===== src/rtl/pc_unit.sv =====
// Program-counter generator for the fetch front end: stepped PC, stall hold, redirect buffering.
// Define PC_UNIT_TRAP_EN to add the trap input, trap vector and misaligned-target trapping.
module pc_unit #(
  parameter int unsigned       ADDR_W     = 32,
  parameter int unsigned       STEP       = 4,
  parameter logic [ADDR_W-1:0] RESET_ADDR = '0
`ifdef PC_UNIT_TRAP_EN
  ,
  parameter logic [ADDR_W-1:0] TRAP_ADDR  = ADDR_W'(32'h0000_0100)
`endif
) (
  input  logic              clk_i_PCU,
  input  logic              reset_i_PCU,
  input  logic              stall_i_PCU,
  input  logic              redirect_valid_i_PCU,
  input  logic [ADDR_W-1:0] redirect_addr_i_PCU,
`ifdef PC_UNIT_TRAP_EN
  input  logic              trap_valid_i_PCU,
  output logic              misalign_o_PCU,
`endif
  output logic [ADDR_W-1:0] pc_addr_o_PCU,
  output logic              chip_enable_o_PCU,
  output logic              pending_o_PCU
);

  typedef enum logic [1:0] {StOff, StRun, StHold} state_e;

  localparam logic [ADDR_W-1:0] StepW     = ADDR_W'(STEP);
  localparam logic [ADDR_W-1:0] AlignMask = ~(StepW - 1'b1);

  state_e            r_state, w_state_nxt;
  logic [ADDR_W-1:0] r_pc, w_pc_nxt;
  logic              r_ce, w_ce_nxt;
  logic              r_pending, w_pending_nxt;
  logic [ADDR_W-1:0] r_pend_addr, w_pend_addr_nxt;
  logic [ADDR_W-1:0] w_tgt, w_next_pc;
`ifdef PC_UNIT_TRAP_EN
  logic              r_pend_trap, w_pend_trap_nxt;
  logic              r_misalign, w_misalign_nxt;
  logic              w_tgt_chk, w_mis;
`endif

  // Target selection; later assignments take priority over earlier ones.
  always_comb begin
    w_tgt = r_pc + StepW;
`ifdef PC_UNIT_TRAP_EN
    w_tgt_chk = 1'b0;
    if (r_pending) begin
      w_tgt     = r_pend_addr;
      w_tgt_chk = 1'b1;
    end
    if (redirect_valid_i_PCU) begin
      w_tgt     = redirect_addr_i_PCU;
      w_tgt_chk = 1'b1;
    end
    if (trap_valid_i_PCU) begin
      w_tgt     = TRAP_ADDR;
      w_tgt_chk = 1'b0;
    end
    w_mis     = w_tgt_chk && (|(w_tgt & ~AlignMask));
    w_next_pc = w_mis ? TRAP_ADDR : w_tgt;
`else
    if (r_pending) w_tgt = r_pend_addr;
    if (redirect_valid_i_PCU) w_tgt = redirect_addr_i_PCU;
    w_next_pc = w_tgt & AlignMask;
`endif
  end

  always_comb begin
    w_state_nxt     = r_state;
    w_pc_nxt        = r_pc;
    w_ce_nxt        = r_ce;
    w_pending_nxt   = r_pending;
    w_pend_addr_nxt = r_pend_addr;
`ifdef PC_UNIT_TRAP_EN
    w_pend_trap_nxt = r_pend_trap;
    w_misalign_nxt  = 1'b0;
`endif
    case (r_state)
      StOff: begin
        w_state_nxt = StRun;
        w_ce_nxt    = 1'b1;
      end
      StRun, StHold: begin
        if (stall_i_PCU) begin
          w_state_nxt = StHold;
`ifdef PC_UNIT_TRAP_EN
          // A buffered trap is sticky against later redirects in the same stall.
          if (trap_valid_i_PCU) begin
            w_pending_nxt   = 1'b1;
            w_pend_addr_nxt = TRAP_ADDR;
            w_pend_trap_nxt = 1'b1;
          end else if (redirect_valid_i_PCU && !r_pend_trap) begin
            w_pending_nxt   = 1'b1;
            w_pend_addr_nxt = redirect_addr_i_PCU;
          end
`else
          if (redirect_valid_i_PCU) begin
            w_pending_nxt   = 1'b1;
            w_pend_addr_nxt = redirect_addr_i_PCU;
          end
`endif
        end else begin
          w_state_nxt   = StRun;
          w_pc_nxt      = w_next_pc;
          w_pending_nxt = 1'b0;
`ifdef PC_UNIT_TRAP_EN
          w_pend_trap_nxt = 1'b0;
          w_misalign_nxt  = w_mis;
`endif
        end
      end
      default: w_state_nxt = StOff;
    endcase
  end

  always_ff @(posedge clk_i_PCU or negedge reset_i_PCU) begin
    if (!reset_i_PCU) begin
      r_state     <= StOff;
      r_pc        <= RESET_ADDR;
      r_ce        <= 1'b0;
      r_pending   <= 1'b0;
      r_pend_addr <= '0;
`ifdef PC_UNIT_TRAP_EN
      r_pend_trap <= 1'b0;
      r_misalign  <= 1'b0;
`endif
    end else begin
      r_state     <= w_state_nxt;
      r_pc        <= w_pc_nxt;
      r_ce        <= w_ce_nxt;
      r_pending   <= w_pending_nxt;
      r_pend_addr <= w_pend_addr_nxt;
`ifdef PC_UNIT_TRAP_EN
      r_pend_trap <= w_pend_trap_nxt;
      r_misalign  <= w_misalign_nxt;
`endif
    end
  end

  assign pc_addr_o_PCU     = r_pc;
  assign chip_enable_o_PCU = r_ce;
  assign pending_o_PCU     = r_pending;
`ifdef PC_UNIT_TRAP_EN
  assign misalign_o_PCU    = r_misalign;
`endif

endmodule


===== config.mk =====
export PLATFORM = sky130hd
export DESIGN_NAME = pc_unit
export DESIGN_NICKNAME = d
export VERILOG_FILES = /design/src/rtl/pc_unit.sv
export SDC_FILE = /design/constraint.sdc
export NUM_CORES = 1
export LEC_CHECK = 0
export BUFFER_PORTS_ARGS = -buffer_cell sky130_fd_sc_hd__buf_2
export CAP_MARGIN = 40
export CORE_ASPECT_RATIO = 0.8
export CORE_MARGIN = 1.5
export CORE_UTILIZATION = 35
export DETAILED_ROUTE_END_ITERATION = 16
export SLEW_MARGIN = 20
export SYNTH_ARGS = -nofsm -noshare
export SYNTH_HDL_FRONTEND = slang
export SYNTH_SLANG_ARGS = --single-unit

===== constraint.sdc =====
create_clock -name clk_i_PCU -period 3.5 [get_ports clk_i_PCU]
set_input_delay 0.525 -clock clk_i_PCU [delete_from_list [all_inputs] [get_ports clk_i_PCU]]
set_output_delay 0.525 -clock clk_i_PCU [all_outputs]
set_load 0.01 [all_outputs]

==> results.py, run 1 <==
metrics = {
    "worst_setup_path": {
        "crit_arrival_ns": 2.37,
        "path_class": "reg -> reg",
        "cpMaxStageDelayCell": "nor3_1",
        "crit_required_ns": 3.73,
        "crit_fanout": 9,
        "worst-path-buf-inv": 0,
        "max_stage_delay_ns": 0.64,
        "crit_family": "simple AND/OR/NAND/NOR gates",
        "crit_chain": "ha_1, nand2_1, nor3_1, a21oi_1, a311oi_1",
        "worstSetupStartpointType": "register",
        "end_kind": "register",
    },
    "clock_network": {
        "cts_hold_buf": 0,
        "post_cts.repair.setup_buffers": 0,
        "clockBufferDepth": 2,
        "cts_resized": 0,
        "h-tree-depth": 3,
        "clockRootBuffer": "clkbuf_16",
        "clock_sink_count": 64,
        "cts_tree": "built",
        "clk_latency_ns": 0.33,
        "numCtsBuffers": 9,
        "path_clk_slew_ns": 0.05,
    },
    "timing": {
        "hold_viol_final": 0,
        "fin_crit_sh": 0.612,
        "finalMaxSlewViolations": 0,
        "holdWs_ns": 0.164,
        "final.min_clock_period_ns": 2.14,
        "worst_slew_pin_slew_ns": 0.728,
        "tns_ns": 0,
        "fin_ws_ns": 1.36,
        "slew_headroom": 0.511,
        "max_freq_mhz": 467,
        "worst_clock_skew_ns": 0.00298,
        "setup_violations": 0,
        "rsz0062_at_grt": "no",
    },
    "floorplan": {
        "coreArea_mm2": 0.0104,
        "dieArea_mm2": 0.0114,
        "initial_core_util": 0.363,
        "fp.dieW_um": 119,
        "ioPinCount": 70,
        "dieHeight_um": 95.7,
        "placementRows": 33,
    },
    "pwr": {
        "leakage_nw": 1.90,
        "swShare": 0.403,
        "combPwrFrac": 0.429,
        "pwr_density_cell_mw_per_mm2": 926,
        "internal_power_mw": 2.51,
        "p_sw_mw": 1.69,
        "clkPwrFrac": 0.216,
        "p_seq_frac": 0.355,
        "vdd_drop_max_uv": 313,
    },
    "global_route": {
        "grt_overflow": 0,
        "track_usage": 0.217,
        "grt_pass1_wl_um": 18900,
        "grt_pass1_vias": 3538,
        "grt_max_degree": 45,
        "grt_antenna_before_repair": 0,
    },
    "yosys": {
        "ys_warn_count": 0,
        "synth-seq-area-share": 0.426,
        "synth_top_family_by_area": "simple AND/OR/NAND/NOR gates",
        "synth_area_mm2": 0.00376,
        "synthMuxAreaShare": 0.0978,
        "synth_xor_area_frac": 0.00698,
        "synth_top_area_frac": 0.426,
        "synth.most_common_cell": "dfrtp_1",
        "ys_seq_elements": 64,
        "synthTopCellsByArea": "dfrtp_1 43%, mux2_2 9.0%, a21oi_1 3.9%",
        "synth_top_area_cell": "dfrtp_1",
        "netlist_instances": 411,
        "yosys-top-cells-count": "64 x dfrtp_1, 33 x nand2_1, 31 x nor2_1",
        "avgSynthCellArea_um2": 9.15,
        "async_flop_share": 1.00,
        "synth-compound-area-share": 0.194,
        "synth_adder_area_share": 0.00998,
        "ys.flop_type": "dfrtp_1",
        "synthDistinctLibCells": 61,
        "synthSimpleGateAreaFrac": 0.223,
        "synth-edff-count": 0,
    },
    "worst_hold_path": {
        "holdCritPathClass": "in -> async",
    },
    "layout": {
        "drive_gt1_frac": 0.268,
        "num_antenna_cells": 0,
        "num-nets-final": 511,
        "syn2layout_area_growth_pct": 20.8,
    },
    "detailed_routing": {
        "drcViolationCount": 0,
        "drt_iter0_markers": 292,
        "dr.pass1.iters": 7,
        "routed_wl_um": 11500,
        "ant_nets": 0,
        "vias_per_cell": 5.81,
        "vias": 3586,
        "wl_per_cell_um": 18.6,
    },
    "placement": {
        "post-place-ws_ns": 1.16,
        "globalplace.congestion": 0.878,
        "dp_hpwl_um": 7970,
        "portBuffers": 65,
    },
    "job": {
        "maxCapViolations": 0,
    },
    "outcome": {
        "status": "completed",
    },
}
-- worst paths after layout --
| path | from | end | slack, ns | cells past startpoint |
|---|---|---|---|---|
| max in group asynchronous | reset_i_PCU | r_pend_addr[11]$_DFFE_PN0P_ | 2.36 | 2 |
| min | reset_i_PCU | chip_enable_o_PCU$_DFFE_PN0P_ | 0.16 | 1 |
| max | pc_addr_o_PCU[2]$_DFFE_PN0P_ | pc_addr_o_PCU[12]$_DFFE_PN0P_ | 1.36 | 5 |
| min in group clk_i_PCU | redirect_addr_i_PCU[22] | r_pend_addr[22]$_DFFE_PN0P_ | 0.44 | 2 |
| min reg2reg | chip_enable_o_PCU$_DFFE_PN0P_ | chip_enable_o_PCU$_DFFE_PN0P_ | 0.46 | 1 |
| max reg2reg | pc_addr_o_PCU[2]$_DFFE_PN0P_ | pc_addr_o_PCU[12]$_DFFE_PN0P_ | 1.36 | 5 |
-- cells by family after synthesis --
family                   after synthesis
multiplexers                          33
XOR/XNOR                               3
other                                  1
adder cells (fa/ha/maj)                3
AND/OR/NAND/NOR                      162
flip-flops                            64
buffers and inverters                 36
AO/OA/AOI/OAI                        109
-- sequential cells by signal (all words and copies together), names as in the netlist --
| name | count |
|---|---|
| pending_o_PCU | 1 |
| r_pend_addr | 30 |
| chip_enable_o_PCU | 1 |
| r_state | 2 |
| pc_addr_o_PCU | 30 |
-- cell usage in the layout, fill, tap and decap left out, types with 10 or more instances in the layout --
master | netlist | routed
buf_2 | 2 | 65
buf_4 | 2 | 12
nand4_1 | 12 | 12
nand2_1 | 33 | 33
mux2_2 | 30 | 30
and3_1 | 10 | 10
dfrtp_1 | 64 | 64
a21oi_1 | 29 | 29
nor3_1 | 16 | 16
nor2_1 | 31 | 31
o21ai_0 | 16 | 16
nand3_1 | 20 | 20
-- power groups by stage --
stage	clock, mW	combinational, mW	sequential [mW]
2_1_floorplan	0	1.21	1.46
3_3_place_gp	0	1.73	1.48
3_5_place_dp	0	1.80	1.50
4_1_cts	0.925	1.81	1.49
5_1_grt	0.955	2.01	1.56
6_report	0.908	1.80	1.49
-- worst register-to-register path, cell delays in order (launching register included) --
cell      delay [ns]
dfrtp_1         0.42
ha_1            0.28
nand2_1         0.29
nor3_1          0.64
a21oi_1         0.15
a311oi_1        0.26
-- area by class of cell --
type / count / area (um2)
Inverter: 7 / 26.3
Clock inverter: 3 / 40.0
Sequential cell: 64 / 1600
Timing Repair Buffer: 78 / 427
Tap cell: 140 / 175
Multi-Input combinational cell: 312 / 2010
Clock buffer: 13 / 260
Fill cell: 1045 / 5820
-- through the flow --
stage | std cells | utilization | power [mW] | instance area (um2)
after global placement | 599 | 0.408 | 3.21 | 4220
after global routing | 617 | 0.438 | 4.53 | 4540
after CTS | 616 | 0.438 | 4.22 | 4540
final | 617 | 0.438 | 4.20 | 4540
after floorplan | 412 | - | 2.67 | 3770
after detailed placement | 600 | 0.409 | 3.30 | 4240
-- routing by layer --
metal | wire [um] | GRT usage
met5 | 0 | 0
met4 | 148 | 0.0823
met3 | 864 | 0.0432
met2 | 5040 | 0.326
met1 | 5450 | 0.310
(Power assumes the default switching activity.)
==> inputs of run 2 (changes only) <==
- clock period: 3.5 -> 2 ns (I/O delays scaled with it)
==> results.py, run 2 (synthesis gave the netlist of run 1 again) <==
metrics = {
    "outcome": {
        "status": "completed",
    },
    "timing": {
        "fin_crit_sh": 0.954,
        "max_freq_mhz": 524,
        "final.min_clock_period_ns": 1.91,
        "finalMaxSlewViolations": 0,
        "setup_violations": 0,
        "hold_viol_final": 0,
        "rsz0062_at_grt": "no",
        "worst_clock_skew_ns": 0.00983,
        "tns_ns": 0,
        "holdWs_ns": 0.205,
    },
    "clock_network": {
        "clk_latency_ns": 0.34,
        "clockRootBuffer": "clkbuf_16",
        "cts_tree": "built",
        "h-tree-depth": 3,
        "post_cts.repair.setup_buffers": 0,
        "path_clk_slew_ns": 0.06,
        "clock_sink_count": 64,
        "clockBufferDepth": 2,
        "numCtsBuffers": 9,
    },
    "detailed_routing": {
        "vias_per_cell": 5.79,
        "drt_iter0_markers": 254,
        "dr.pass1.iters": 7,
        "routed_wl_um": 11600,
        "vias": 3641,
        "wl_per_cell_um": 18.4,
        "drcViolationCount": 0,
        "ant_nets": 0,
    },
    "global_route": {
        "grt_overflow": 0,
        "grt_pass1_vias": 3552,
        "track_usage": 0.216,
        "grt_antenna_before_repair": 0,
        "grt_max_degree": 65,
        "grt_pass1_wl_um": 18700,
    },
    "worst_setup_path": {
        "max_stage_delay_ns": 0.35,
        "timing.rr.start": "r_state[0]$_DFF_PN0_",
        "worstSetupStartpointType": "register",
        "worst_r2r_path_depth": 6,
        "crit_fanout": 11,
        "path_class": "reg -> reg",
        "crit_chain": "inv_1, ha_1, nor2b_2, buf_4, mux2_2, a311oi_1",
        "cpMaxStageDelayCell": "dfrtp_1",
        "crit_arrival_ns": 2.14,
        "reg2reg_to": "pc_addr_o_PCU[24]$_DFFE_PN0P_",
        "crit_required_ns": 2.24,
        "end_kind": "register",
        "r2r_slack_ns": 0.09,
    },
    "worst_hold_path": {
        "holdCritPathClass": "in -> reg",
        "holdPathEnd": "r_pend_addr[19]$_DFFE_PN0P_",
        "holdPathStages": 2,
        "min_from": "redirect_addr_i_PCU[19]",
    },
    "placement": {
        "dp_hpwl_um": 8000,
        "globalplace.congestion": 0.885,
        "portBuffers": 65,
    },
    "floorplan": {
        "ioPinCount": 70,
        "initial_core_util": 0.363,
        "coreArea_mm2": 0.0104,
        "placementRows": 33,
        "fp.dieW_um": 119,
        "dieHeight_um": 95.7,
        "dieArea_mm2": 0.0114,
    },
    "pwr": {
        "pwr_density_cell_mw_per_mm2": 1580,
        "leakage_nw": 1.96,
        "vdd_drop_max_uv": 488,
    },
    "layout": {
        "num_antenna_cells": 0,
        "regArea_mm2": 0.00160,
        "drive_gt1_frac": 0.290,
        "num-nets-final": 526,
        "layout_common_cells": "65 x buf_2, 64 x dfrtp_1, 32 x nand2_1",
        "multi_input_area_mm2": 0.00203,
        "final_common_cell": "buf_2",
        "syn2layout_area_growth_pct": 23.8,
        "fillCellCount": 1035,
    },
    "job": {
        "maxCapViolations": 0,
    },
}
==> run 2: cell types whose count changed in the layout (fill, tap and decap cells not counted) <==
cell | previous run | this run
bufinv_16 | 1 | 0
or4b_1 | 1 | 0
dlygate4sd3_1 | 0 | 1
or4b_4 | 0 | 1
buf_4 | 12 | 23
nor4_2 | 1 | 2
clkbuf_8 | 2 | 0
nand2_2 | 0 | 1
buf_6 | 1 | 0
buf_12 | 0 | 4
nor4_1 | 8 | 7
nand2_1 | 33 | 32
==> run 2: how the worst max path moves through the flow <==
stage                          from                             to  slack (ns)  depth (start not counted)
5_1_grt        r_state[0]$_DFF_PN0_  pc_addr_o_PCU[24]$_DFFE_PN0P_        0.01                          6
3_3_place_gp   r_state[0]$_DFF_PN0_  pc_addr_o_PCU[17]$_DFFE_PN0P_        0.11                          5
6_report       r_state[0]$_DFF_PN0_  pc_addr_o_PCU[24]$_DFFE_PN0P_        0.09                          6
2_1_floorplan  r_state[0]$_DFF_PN0_  pc_addr_o_PCU[14]$_DFFE_PN0P_        0.09                          7
3_5_place_dp   r_state[0]$_DFF_PN0_  pc_addr_o_PCU[17]$_DFFE_PN0P_        0.09                          5
4_1_cts        r_state[0]$_DFF_PN0_  pc_addr_o_PCU[17]$_DFFE_PN0P_        0.07                          5
==> run 2: per-stage QoR <==
stage | instances | setup WS (ns) | area [um2] | utilization | total power [mW]
after floorplan | 412 | 0.0898 | 3770 | - | 4.67
after global placement | 615 | 0.108 | 4390 | 0.424 | 5.86
after detailed placement | 615 | 0.0904 | 4390 | 0.424 | 5.98
after CTS | 629 | 0.0671 | 4650 | 0.448 | 7.36
after global routing | 629 | 0.0122 | 4660 | 0.450 | 7.91
final | 629 | 0.0928 | 4660 | 0.450 | 7.37
==> run 2: routing by layer <==
layer  GRT usage  vias to the layer above  routed length, um
li1            -                     1696                  -
met1       0.300                     1767               5390
met5           0                        -                  0
met3      0.0521                       14                903
met4      0.0783                        0                185
met2       0.329                      164               5110
==> run 2: final cells by class <==
class / instances / area share
inverter: 7 / 0.00564
tap: 140 / 0.0376
sequential: 64 / 0.344
multi-input combinational: 312 / 0.435
timing repair buffer: 93 / 0.126
clock inverter: 2 / 0.00215
clock buffer: 11 / 0.0499
==> run 2: worst max-delay path, delay by kind of cell, from the launching register on <==
kind	cells	cell delay, ns
flops	1	0.35
mux	1	0.34
fa+ha+maj	1	0.32
buf+inv	2	0.30
simple gates	1	0.30
compound gates	1	0.20
==> run 2: timing repair <==
action / in CTS / in global routing
endpoints found under the setup margin: 0 / 4
resized for setup: 0 / 3
hold buffers: 1 / 0
endpoints found under the hold margin: 27 / 0
==> run 2: power by group <==
group	switching (mW)	internal [mW]
clock	0.551	0.812
sequential	0.625	1.95
combinational	1.85	1.59
==> inputs of run 3 (changes only) <==
- CORE_MARGIN: 1.5 -> unset
==> results.py, run 3 (synthesis gave the netlist of run 1 again) <==
metrics = {
    "outcome": {
        "status": "completed",
    },
    "pwr": {
        "swShare": 0.400,
        "p_seq_frac": 0.337,
        "clkPwrFrac": 0.209,
        "internal_power_mw": 4.61,
        "p_sw_mw": 3.07,
        "leakage_nw": 2.02,
        "power_mw": 7.68,
        "vdd_drop_max_uv": 695,
        "combPwrFrac": 0.454,
        "pwr_density_cell_mw_per_mm2": 1610,
    },
    "timing": {
        "tns_ns": 0,
        "worst_clock_skew_ns": 0.00541,
        "fin_ws_ns": 0.108,
        "fin_crit_sh": 0.946,
        "holdWs_ns": 0.205,
        "rsz0062_at_grt": "no",
        "hold_viol_final": 0,
        "final.min_clock_period_ns": 1.89,
        "max_freq_mhz": 529,
        "finalMaxSlewViolations": 0,
        "setup_violations": 0,
    },
    "clock_network": {
        "h-tree-depth": 3,
        "numCtsBuffers": 9,
        "clockBufferDepth": 2,
        "cts_tree": "built",
        "path_clk_slew_ns": 0.05,
        "clockRootBuffer": "clkbuf_16",
        "clk_latency_ns": 0.34,
        "clock_sink_count": 64,
    },
    "detailed_routing": {
        "wl_per_cell_um": 18.3,
        "vias_per_cell": 5.72,
        "ant_nets": 0,
        "vias": 3652,
        "drcViolationCount": 0,
        "dr.pass1.iters": 5,
        "drt_iter0_markers": 280,
        "routed_wl_um": 11700,
    },
    "floorplan": {
        "initial_core_util": 0.363,
        "coreArea_mm2": 0.0104,
        "dieArea_mm2": 0.0112,
        "fp.dieW_um": 118,
        "dieHeight_um": 94.7,
        "placementRows": 33,
        "ioPinCount": 70,
    },
    "global_route": {
        "grt_overflow": 0,
        "grt_antenna_before_repair": 0,
        "track_usage": 0.227,
        "grt_max_degree": 49,
        "grt_pass1_vias": 3597,
        "grt_pass1_wl_um": 19300,
    },
    "worst_setup_path": {
        "end_kind": "register",
        "path_class": "reg -> reg",
        "crit_chain": "inv_1, ha_1, or4b_4, buf_4, nor3_2, and3_1, a311o_1",
        "crit_required_ns": 2.27,
        "max_stage_delay_ns": 0.50,
        "crit_arrival_ns": 2.16,
        "worstSetupStartpointType": "register",
        "crit_fanout": 5,
        "cpMaxStageDelayCell": "or4b_4",
    },
    "layout": {
        "final_common_cell": "buf_2",
        "drive_gt1_frac": 0.307,
        "fillCellCount": 1034,
        "final_core_util": 0.460,
        "syn2layout_area_growth_pct": 26.7,
        "layout_common_cells": "65 x buf_2, 64 x dfrtp_1, 32 x nand2_1",
        "num_antenna_cells": 0,
        "num-nets-final": 532,
    },
    "placement": {
        "post-place-ws_ns": 0.0949,
        "dp_hpwl_um": 8320,
        "globalplace.congestion": 0.859,
        "portBuffers": 65,
    },
    "job": {
        "maxCapViolations": 0,
    },
    "worst_hold_path": {
        "holdCritPathClass": "in -> reg",
    },
}
## run 3: cell count changes in the layout (fill, tap and decap cells not counted), sizes merged
cell,before,now
buf,92,98
bufinv,0,1
clkbuf,11,13
## run 3: worst max-delay path: cells and delay by family (launching register included)
| kind | cells | cell delay, ns |
|---|---|---|
| AND/OR/NAND/NOR | 3 | 0.81 |
| flip-flops | 1 | 0.35 |
| adder cells (fa/ha/maj) | 1 | 0.32 |
| buffers and inverters | 2 | 0.23 |
| AO/OA/AOI/OAI | 1 | 0.11 |
## run 3: repair_timing
action | CTS | global route
buffers inserted | 0 | 0
hold buffers | 1 | 0
hold endpoints to repair | 16 | 0
setup endpoints to repair | 0 | 6
resized for setup | 0 | 7
## run 3: power groups by stage
stage               clock, mW  sequential [mW]  combinational [mW]
floorplan                   0             2.55                2.12
global placement            0             2.55                3.36
detailed placement          0             2.57                3.43
CTS                      1.63             2.56                3.45
global route             1.71             2.68                3.85
finish                   1.60             2.59                3.48
## run 3: path summary, 6_finish.rpt
| kind | slack, ns | end | depth (start not counted) | start |
|---|---|---|---|---|
| setup reg to reg | 0.11 | pc_addr_o_PCU[22]$_DFFE_PN0P_ | 7 | r_state[0]$_DFF_PN0_ |
| max in group asynchronous | 0.94 | r_pend_addr[18]$_DFFE_PN0P_ | 3 | reset_i_PCU |
| hold / removal | 0.20 | r_pend_addr[2]$_DFFE_PN0P_ | 2 | redirect_addr_i_PCU[2] |
| hold reg to reg | 0.47 | chip_enable_o_PCU$_DFFE_PN0P_ | 1 | chip_enable_o_PCU$_DFFE_PN0P_ |
| setup / recovery | 0.11 | pc_addr_o_PCU[22]$_DFFE_PN0P_ | 7 | r_state[0]$_DFF_PN0_ |
| min in group asynchronous | 0.44 | r_state[1]$_DFF_PN0_ | 2 | reset_i_PCU |
## run 3: area by class of cell
class | instances | area [um2] | area share
Clock buffer | 13 | 260 | 0.0546
Sequential cell | 64 | 1600 | 0.336
Tap cell | 140 | 175 | 0.0367
Clock inverter | 3 | 40.0 | 0.00840
Timing Repair Buffer | 99 | 624 | 0.131
Multi-Input combinational cell | 312 | 2040 | 0.428
Inverter | 7 | 26.3 | 0.00551
## run 3: per-layer routing
layer  vias to the layer above  GRT usage  share of wire
li1                       1707          -              -
met3                        15     0.0525          0.059
met4                         0     0.0737          0.012
met1                      1804      0.313           0.48
met5                         -          0              0
met2                       126      0.353           0.45
## run 3: through the flow
stage / instances / cell area [um2]
2_1_floorplan: 412 / 3770
3_3_place_gp: 621 / 4430
3_5_place_dp: 621 / 4430
4_1_cts: 638 / 4740
5_1_grt: 638 / 4770
6_report: 638 / 4770
